--- src/rtl/weight_buffer_writer_pkg.sv ---
// -----------------------------------------------------------------------------
// weight_buffer_writer_pkg
//
// Shared definitions for the weight buffer writer:
//   - wbw_state_e      : load FSM states (idle, load, done)
//   - Shape*           : bit offsets and width of the {w,h,c} fields in the
//                        shape bus
//   - ChanWrapShift    : channels per stream word are 64, so the number of
//                        words per (x,y) column entry is c >> 6
//   - ColLenW/TotalW   : arithmetic widths for column length / base and the
//                        total beat count
// -----------------------------------------------------------------------------
package weight_buffer_writer_pkg;

    typedef enum logic [1:0] {
        StIdle = 2'd0,
        StLoad = 2'd1,
        StDone = 2'd2
    } wbw_state_e;

    localparam int unsigned ShapeFieldW   = 16;
    localparam int unsigned ShapeCLsb     = 0;
    localparam int unsigned ShapeHLsb     = 16;
    localparam int unsigned ShapeWLsb     = 32;
    localparam int unsigned ChanWrapShift = 6;

    localparam int unsigned ColLenW = 24;
    localparam int unsigned TotalW  = 32;

    // Number of stream words that carry the channels of one (x,y) position.
    function automatic logic [ShapeFieldW-1:0] calc_n_wrap(input logic [ShapeFieldW-1:0] c);
        return c >> ChanWrapShift;
    endfunction

endpackage

--- src/rtl/wbw_addr_gen.sv ---
// -----------------------------------------------------------------------------
// wbw_addr_gen
//
// Incremental bank/address generator for the weight buffer writer. Walks the
// stream order (x outer, y/channel-word inner) without any dividers:
//   j    : word index within the current x column (0 .. col_len-1)
//   rx   : bank of the current column (x mod N_BUF_X)
//   base : first address of the current column in its bank (qx * col_len)
//
// Ports:
//   clk         in   clock, rising edge
//   rst         in   synchronous active-high reset
//   clear       in   restart from beat 0 (accepted start)
//   advance     in   current beat accepted; step to the next beat
//   col_len     in   words per x column
//   bank_onehot out  one-hot bank of the current beat
//   addr        out  low B_BUF_ADDR bits of base + j
//   in_range    out  base + j fits into a bank (<= 2^B_BUF_ADDR - 1)
// -----------------------------------------------------------------------------
module wbw_addr_gen
    import weight_buffer_writer_pkg::*;
#(
    parameter int unsigned N_BUF_X    = 5,
    parameter int unsigned B_BUF_ADDR = 9
) (
    input  logic                  clk,
    input  logic                  rst,
    input  logic                  clear,
    input  logic                  advance,
    input  logic [ColLenW-1:0]    col_len,
    output logic [N_BUF_X-1:0]    bank_onehot,
    output logic [B_BUF_ADDR-1:0] addr,
    output logic                  in_range
);

    localparam int unsigned RxW = (N_BUF_X > 1) ? $clog2(N_BUF_X) : 1;

    logic [ColLenW-1:0] j_q;
    logic [ColLenW-1:0] base_q;
    logic [RxW-1:0]     rx_q;

    logic               j_last;
    logic               rx_last;
    // One extra bit so base + j never wraps before the range check.
    logic [ColLenW:0]   addr_full;

    assign j_last    = (j_q == col_len - ColLenW'(1));
    assign rx_last   = (rx_q == RxW'(N_BUF_X - 1));
    assign addr_full = {1'b0, base_q} + {1'b0, j_q};
    assign addr      = addr_full[B_BUF_ADDR-1:0];
    assign in_range  = ((addr_full >> B_BUF_ADDR) == '0);

    always_comb begin
        bank_onehot = '0;
        for (int unsigned i = 0; i < N_BUF_X; i++) begin
            bank_onehot[i] = (rx_q == RxW'(i));
        end
    end

    always_ff @(posedge clk) begin
        if (rst || clear) begin
            j_q    <= '0;
            rx_q   <= '0;
            base_q <= '0;
        end else if (advance) begin
            if (j_last) begin
                j_q <= '0;
                if (rx_last) begin
                    // All banks received one column: next column row.
                    rx_q   <= '0;
                    base_q <= base_q + col_len;
                end else begin
                    rx_q <= rx_q + RxW'(1);
                end
            end else begin
                j_q <= j_q + ColLenW'(1);
            end
        end
    end

endmodule

--- src/rtl/weight_buffer_writer.sv ---
// -----------------------------------------------------------------------------
// weight_buffer_writer
//
// Streams weight words from an AXI-Stream style input into N_BUF_X
// x-interleaved weight banks. A start in idle latches the shape, derives the
// column length and total beat count, and consumes exactly that many beats.
// Each accepted beat produces one registered bank write one cycle later.
//
// Optional feature: define WBW_TLAST_CHECK_EN to add s_axis_tlast; a tlast on
// any beat other than the last, or a missing tlast on the last beat, sets err.
//
// Ports:
//   clk            in   clock, rising edge
//   rst            in   synchronous active-high reset
//   wei_shape      in   {w,h,c} shape, sampled on accepted start
//   start          in   load request (only honoured in idle)
//   s_axis_tdata   in   weight word
//   s_axis_tvalid  in   word valid
//   s_axis_tlast   in   last word marker (WBW_TLAST_CHECK_EN only)
//   s_axis_tready  out  high while loading
//   wren           out  one-hot bank write enable
//   wraddr         out  bank write address (shared)
//   wrdata         out  bank write data (shared)
//   busy           out  high while loading
//   done           out  one-cycle completion pulse
//   err            out  sticky error, cleared on accepted start
// -----------------------------------------------------------------------------
module weight_buffer_writer
    import weight_buffer_writer_pkg::*;
#(
    parameter int unsigned N_BUF_X    = 5,
    parameter int unsigned B_BUF_ADDR = 9,
    parameter int unsigned B_SHAPE    = 48,
    parameter int unsigned DATA_WIDTH = 64
) (
    input  logic                  clk,
    input  logic                  rst,
    input  logic [B_SHAPE-1:0]    wei_shape,
    input  logic                  start,
    input  logic [DATA_WIDTH-1:0] s_axis_tdata,
    input  logic                  s_axis_tvalid,
`ifdef WBW_TLAST_CHECK_EN
    input  logic                  s_axis_tlast,
`endif
    output logic                  s_axis_tready,
    output logic [N_BUF_X-1:0]    wren,
    output logic [B_BUF_ADDR-1:0] wraddr,
    output logic [DATA_WIDTH-1:0] wrdata,
    output logic                  busy,
    output logic                  done,
    output logic                  err
);

    wbw_state_e state_q, state_d;

    logic [ColLenW-1:0]    col_len_q;
    logic [TotalW-1:0]     total_q;
    logic [TotalW-1:0]     count_q;
    logic                  err_q;
    logic [N_BUF_X-1:0]    wren_q;
    logic [B_BUF_ADDR-1:0] wraddr_q;
    logic [DATA_WIDTH-1:0] wrdata_q;

    logic [ShapeFieldW-1:0] shape_c;
    logic [ShapeFieldW-1:0] shape_h;
    logic [ShapeFieldW-1:0] shape_w;
    logic [ShapeFieldW-1:0] n_wrap;
    logic [ColLenW-1:0]     col_len_calc;
    logic [TotalW-1:0]      total_calc;

    logic                  start_acc;
    logic                  accept;
    logic                  last_beat;
    logic                  tlast_err;

    logic [N_BUF_X-1:0]    gen_bank;
    logic [B_BUF_ADDR-1:0] gen_addr;
    logic                  gen_in_range;

    // Shape decode and size arithmetic, only consumed on an accepted start.
    assign shape_c      = wei_shape[ShapeCLsb +: ShapeFieldW];
    assign shape_h      = wei_shape[ShapeHLsb +: ShapeFieldW];
    assign shape_w      = wei_shape[ShapeWLsb +: ShapeFieldW];
    assign n_wrap       = calc_n_wrap(shape_c);
    assign col_len_calc = ColLenW'(shape_h) * ColLenW'(n_wrap);
    assign total_calc   = TotalW'(shape_w) * TotalW'(col_len_calc);

    assign start_acc = (state_q == StIdle) && start;
    assign accept    = s_axis_tvalid && s_axis_tready;
    assign last_beat = (count_q == total_q - TotalW'(1));

`ifdef WBW_TLAST_CHECK_EN
    assign tlast_err = accept && (s_axis_tlast != last_beat);
`else
    assign tlast_err = 1'b0;
`endif

    wbw_addr_gen #(
        .N_BUF_X    (N_BUF_X),
        .B_BUF_ADDR (B_BUF_ADDR)
    ) u_addr_gen (
        .clk         (clk),
        .rst         (rst),
        .clear       (start_acc),
        .advance     (accept),
        .col_len     (col_len_q),
        .bank_onehot (gen_bank),
        .addr        (gen_addr),
        .in_range    (gen_in_range)
    );

    always_comb begin
        state_d = state_q;
        unique case (state_q)
            StIdle: begin
                if (start) begin
                    state_d = (total_calc == '0) ? StDone : StLoad;
                end
            end
            StLoad: begin
                if (accept && last_beat) begin
                    state_d = StDone;
                end
            end
            StDone:  state_d = StIdle;
            default: state_d = StIdle;
        endcase
    end

    always_ff @(posedge clk) begin
        if (rst) begin
            state_q   <= StIdle;
            col_len_q <= '0;
            total_q   <= '0;
            count_q   <= '0;
            err_q     <= 1'b0;
            wren_q    <= '0;
            wraddr_q  <= '0;
            wrdata_q  <= '0;
        end else begin
            state_q <= state_d;

            if (start_acc) begin
                col_len_q <= col_len_calc;
                total_q   <= total_calc;
                count_q   <= '0;
                err_q     <= 1'b0;
            end else if (accept) begin
                count_q <= count_q + TotalW'(1);
                if (!gen_in_range || tlast_err) begin
                    err_q <= 1'b1;
                end
            end

            // Out-of-range beats are consumed but never written.
            wren_q <= (accept && gen_in_range) ? gen_bank : '0;
            if (accept) begin
                wraddr_q <= gen_addr;
                wrdata_q <= s_axis_tdata;
            end
        end
    end

    // state_q is a register, so these decodes are glitch-free registered flags.
    assign s_axis_tready = (state_q == StLoad);
    assign busy          = (state_q == StLoad);
    assign done          = (state_q == StDone);
    assign err           = err_q;
    assign wren          = wren_q;
    assign wraddr        = wraddr_q;
    assign wrdata        = wrdata_q;

endmodule

--- config.mk ---
export PLATFORM = sky130hd
export DESIGN_NAME = weight_buffer_writer
export DESIGN_NICKNAME = d
export VERILOG_FILES = /design/src/rtl/weight_buffer_writer_pkg.sv /design/src/rtl/wbw_addr_gen.sv /design/src/rtl/weight_buffer_writer.sv
export SDC_FILE = /design/constraint.sdc
export NUM_CORES = 2
export LEC_CHECK = 0
export BUFFER_PORTS_ARGS = -buffer_cell sky130_fd_sc_hd__buf_2
export CAP_MARGIN = 20
export CORE_ASPECT_RATIO = 0.8
export CORE_MARGIN = 2
export CORE_UTILIZATION = 50
export CTS_CLUSTER_DIAMETER = 50
export CTS_CLUSTER_SIZE = 30
export DETAILED_ROUTE_END_ITERATION = 8
export PLACE_DENSITY_LB_ADDON = 0.2
export REMOVE_ABC_BUFFERS = 1
export SETUP_SLACK_MARGIN = 0.02
export SLEW_MARGIN = 40
export SYNTH_ARGS = -nofsm -noshare
export SYNTH_HDL_FRONTEND = slang
export SYNTH_SLANG_ARGS = --single-unit
--- constraint.sdc ---
create_clock -name clk -period 20.5 [get_ports clk]
set_input_delay 2.05 -clock clk [delete_from_list [all_inputs] [get_ports clk]]
set_output_delay 2.05 -clock clk [all_outputs]
set_load 0.01 [all_outputs]
### Word-level counts from Yosys, hierarchy flattened

Cells that the tools add are included.
Widths: inputs -> output; s select.

| cells by class | value |
|---|---|
| multiplexer cells | 6 |
| equal/unequal tests | 10 |
| multiply operators | 2 |
| reductions and logical operators | 15 |
| bitwise gates (word level) | 2 |
| divide/modulo/power cells | 0 |
| shift-type cells | 0 |
| $lt $le $gt $ge | 0 |
| $add $sub $neg | 7 |

Operators by type and width:

| operator | count |
|---|---|
| $add 32x1->32 const B | 1 |
| $eq 32x32->1 | 1 |
| $logic_not 32->1 | 1 |
| $mul 16x24->32 | 1 |
| $sub 32x1->32 const B | 1 |
| $add 24x24->25 | 1 |
| $logic_not 25->1 | 1 |
| $add 24x1->24 const B | 1 |
| $add 24x24->24 | 1 |
| $eq 24x24->1 | 1 |
| $mul 16x10->24 | 1 |
| $mux 24 | 1 |
| $sub 24x1->24 const B | 1 |
| $eq 3x2->1 const B | 2 |
| $mux 2 | 3 |
| $reduce_and 2->1 | 3 |
| $logic_and 1x1->1 | 4 |
| $pmux 2 s2 | 1 |
| $reduce_or 2->1 | 2 |
| $add 3x1->3 const B | 1 |
| $eq 3x1->1 const B | 1 |
| $eq 3x3->1 const B | 1 |
| $logic_not 3->1 | 1 |
| $mux 3 | 1 |
| 8 further kinds | 9 |

| word-level totals | value |
|---|---|
| register bits | 220 |
| input port bits | 116 |
| ROM bits | 0 |
| output and inout bits | 82 |
| memories | 0 |
| RAM bits | 0 |
| bits in latches | 0 |

### Longest topological paths before layout

| logic depth | value |
|---|---|
| depth in word-level cells | 6 |
| depth in mapped cells | 48 |

### By module

A second synthesis with hierarchy kept.

| unflattened totals | value |
|---|---|
| cells, all modules | 3505 |
| area, all modules | 28452.3 um2 |

Modules (own cells, without submodules):

| module | sequential area each (um2) | instances | cells an instance | area an instance (um2) |
|---|---|---|---|---|
| weight_buffer_writer | 3383.2 | 1 | 2807 | 23166.0 |
| wbw_addr_gen | 1021.0 | 1 | 698 | 5286.3 |

### Worst setup path after synthesis

Ideal clock, no wire load.

| path | value |
|---|---|
| path kind | in2reg |
| start | input wei_shape[7] |
| end | register state_q[0] |
| cell stages on the path | 42 |
| arrival time | 12877 ps |
| setup time | 122 ps |
| path buffers | 2 |
| path slack | 7501 ps |
| path through | clkbuf_1 nand2_1 fa_1 inv_1 fa_1 fa_1 fa_1 inv_1 fa_1 inv_1 ha_1 a21o_1 a2111oi_0 nand3_1 a311oi_1 o21ai_0 xnor2_1 clkbuf_1 [... 6 more ...] fa_1 inv_1 fa_1 inv_1 ha_1 o21ai_0 nor2_1 nor2_1 o31ai_1 a21oi_1 o31ai_1 a221o_1 a31oi_1 xor2_1 xnor3_1 xnor3_1 and2_1 a221o_1 |

| on the way | value |
|---|---|
| word-level cells in the longest chain between the ends | 6 |

RTL lines:

| what | RTL line | text |
|---|---|---|
| start: declaration | weight_buffer_writer.sv:38 | `input logic [B_SHAPE-1:0] wei_shape,` |
| $mul 16x10->24 | weight_buffer_writer.sv:85 | `assign col_len_calc = ColLenW'(shape_h) * ColLenW'(n_wrap);` |
| $mul 16x24->32 | weight_buffer_writer.sv:86 | `assign total_calc = TotalW'(shape_w) * TotalW'(col_len_calc);` |
| $logic_not 32->1 | weight_buffer_writer.sv:117 | `state_d = (total_calc == '0) ? StDone : StLoad;` |
| $mux 2 | weight_buffer_writer.sv:117 |  |
| $mux 2 | weight_buffer_writer.sv:116 | `if (start) begin` |
| $pmux 2 s2 | weight_buffer_writer.sv:114 | `unique case (state_q)` |
| end signal: assignment | weight_buffer_writer.sv:132 | `state_q <= StIdle;` |
| end signal: assignment | weight_buffer_writer.sv:141 | `state_q <= state_d;` |
| end: declaration | weight_buffer_writer.sv:54 | `wbw_state_e state_q, state_d;` |

No other way between the ends. The select of a mux whose other input is x is not followed.
A chain may end at the register's enable or synchronous reset.

### Worst setup path after layout

Ends and elaborated chain as after synthesis.

==> out/qor.txt <==
status = finished, final reports clean
Synth Area in Adders = 0.3681
initial core utilization = 0.5093
routability cong. = 0.9172
post-DP HPWL = 54770 um
post-CTS setup buffers = 0
worst-path fanout max = 16
Residual DRC = 0
All-Layer GR Usage = 0.2577
max-slew violations = 0
first-pass GRT wire length = 120100 um
Remaining Overflow, GRT = 0
# port buffers = 191
Routed WL per cell = 17.54 um
Die Ht = 214.0 um
Synth cell types = 83
antenna-violating nets left = 0
Synth-to-Final Area Change = 8.772%
Post-Synth XOR/XNOR Area = 0.07015
area of the multi-input gates = 20850 um^2
CP endpoint kind = flop
fillcell total = 4978
Req. time, crit path = 20.95 ns
ys flop type = dfxtp_1
layout cells sized above 1 = 0.09381
final WL = 71830 um
later-pin clock latency in the skew report = 0.56 ns
clock root cell = clkbuf_16
via count = 22465
crit share post-route = 0.6666
post-synthesis simple-gate area fraction = 0.2109
via-per-instance ratio = 5.487
initial drt markers = 1328
H-tree depth = 1
Min-Delay Path Class = flop to flop
die area = 57020 um^2
most frequent CP cell = fa_1
RSZ-0062 raised after global routing = no
synthesized instance count = 3263
number of buffers created by CTS = 24
Post-Syn Area = 27560 um^2
Seq/Total Area, Yosys = 0.1598
Fin Setup TNS = 0 ns
Final Setup Violations = 0
crit path max-delay cell type = fa_1
Worst setup SP type = primary input
crit path kind = primary input to flop
minimum clock period = 13.67 ns
MaxCap Viol Count = 0
Synth async-reset ratio = 0
Post-synth EDFFs = 0
Slowest Stage Delay on Critical Path = 0.55 ns
initial antenna violation count = 3
post-synthesis mux area share = 0.003996
Slew HR = 0.4184
clock transition at the registers of the reported paths = 0.07 ns
pin count of the biggest net entering global routing = 80
Reg area = 4404 um^2
largest family of logic cells by synthesized area = adder cells
area of the core = 54110 um^2
CP arrival = 14.12 ns
post-cts sizing count = 0
clock skew = 0.03354 ns
# hold bufs at CTS = 0
Synth Area in Compound Gates = 0.1027
synth warn = 0
Die Wd = 266.5 um
worst slew pin tran = 0.8714 ns
row count = 76
CTS Buffer Depth = 3
I/O pin total = 198
Final Hold Viols = 0
TritonRoute pass-1 iters = 6
Final nets = 4064
Mean Syn Cell Area = 8.445 um^2
#FFs+latches synth = 220
Max Fclk = 73.18 MHz
final core occ = 0.5540
CTS sink count = 220
vias in the first global route = 23533
CTS tree = yes
## through the flow
step                instances  area, um^2  setup WS [ns]  hold slack (ns)
CTS                      4091       29940          6.885           0.4541
detailed placement       4047       29130          6.346           0.4430
global placement         4045       29070          6.460           0.4347
global route             4094       29970          6.134           0.4715
finish                   4094       29970          6.835           0.4501
floorplan                3123       27000          7.699           0.4473
## state kept, by name, indices dropped and copies added (netlist names)
| signal | flops |
|---|---|
| wrdata | 64 |
| count_q | 32 |
| total_q | 32 |
| col_len_q | 24 |
| u_addr_gen.base_q | 24 |
| u_addr_gen.j_q | 24 |
| wraddr | 9 |
| wren | 5 |
| u_addr_gen.rx_q | 3 |
| state_q | 2 |
| err | 1 |
## final timing paths
check / slack, ns / from / endpoint / cells after the start
worst max-delay path: 6.83 / wei_shape[7] / state_q[0] / 44
worst max register to register: 16.04 / col_len_q[3] / u_addr_gen.base_q[1] / 11
worst min-delay path: 0.45 / wrdata[5] / wrdata[5] / 2
worst min register to register: 0.45 / wrdata[5] / wrdata[5] / 2
## routing by layer
| layer | GRT usage | routed length, um |
|---|---|---|
| met2 | 0.4215 | 32860 |
| met4 | 0.05712 | 1400 |
| met1 | 0.3600 | 32660 |
| met3 | 0.04115 | 4885 |
| met5 | 0 | 13 |
## layout make-up
type | instances | share of cell area
Multi-Input combinational cell | 2431 | 0.6956
Sequential cell | 220 | 0.1469
Inverter | 472 | 0.05911
Timing Repair Buffer | 223 | 0.04178
Tap cell | 702 | 0.02930
Clock buffer | 26 | 0.02096
Clock inverter | 18 | 0.006178
Antenna cell | 2 | 0.0001670
## placed cells by master (no fill, tap or decap), types with 9 or more instances in the layout
| master | count |
|---|---|
| a211oi_1 | 18 |
| a21o_1 | 30 |
| a21oi_1 | 184 |
| a22o_1 | 45 |
| a31oi_1 | 10 |
| and2_1 | 227 |
| and3_1 | 41 |
| buf_2 | 191 |
| buf_4 | 28 |
| clkbuf_16 | 24 |
| dfxtp_1 | 220 |
| fa_1 | 391 |
| ha_1 | 185 |
| inv_1 | 472 |
| mux2i_1 | 11 |
| nand2_1 | 533 |
| nand2b_1 | 21 |
| nand3_1 | 42 |
| nand3b_1 | 9 |
| nand4_1 | 16 |
| nor2_1 | 145 |
| nor2b_1 | 18 |
| nor3_1 | 36 |
| nor4_1 | 17 |
| o21a_1 | 17 |
| o21ai_0 | 63 |
| or2_2 | 10 |
| or3_1 | 20 |
| xnor2_1 | 126 |
| xor2_1 | 87 |
## logic make-up after synthesis
kind of cell / after synthesis
buffers and inverters: 612
muxes: 11
and+or+nand+nor: 1184
xor gates and xnor gates: 216
AOI/OAI and AO/OA: 444
adders and majority gates: 576
DFF: 220
## critical path: cells and delay by family
family	cells	cell delay, ns
compound gates	11	2.87
buf+inv	10	1.12
fa+ha+maj	13	6.22
simple gates	6	0.95
xor+xnor	4	0.89
## cells in the mapped netlist, types with 6 or more instances
master,count,area share
a211oi_1,18,0.0049
a21o_1,30,0.0082
a21oi_1,184,0.033
a22o_1,45,0.014
a311oi_1,6,0.0019
a31oi_1,10,0.0023
and2_1,228,0.052
and3_1,41,0.0093
clkbuf_1,130,0.018
dfxtp_1,220,0.16
fa_1,391,0.28
ha_1,185,0.084
inv_1,472,0.064
mux2i_1,11,0.0040
nand2_1,535,0.073
nand2b_1,21,0.0048
nand3_1,42,0.0076
nand3b_1,9,0.0025
nand4_1,16,0.0036
nor2_1,146,0.020
nor2b_1,19,0.0043
nor3_1,36,0.0065
nor4_1,17,0.0039
o2111ai_1,6,0.0019
o21a_1,17,0.0046
o21ai_0,63,0.011
o21bai_1,6,0.0016
o31ai_1,6,0.0016
or2_2,10,0.0023
or3_1,20,0.0045
or4_1,6,0.0016
xnor2_1,126,0.040
xor2_1,87,0.028
Power is not shown: default switching activity piles up to over one toggle a cycle in this logic, so the estimate is an artifact.
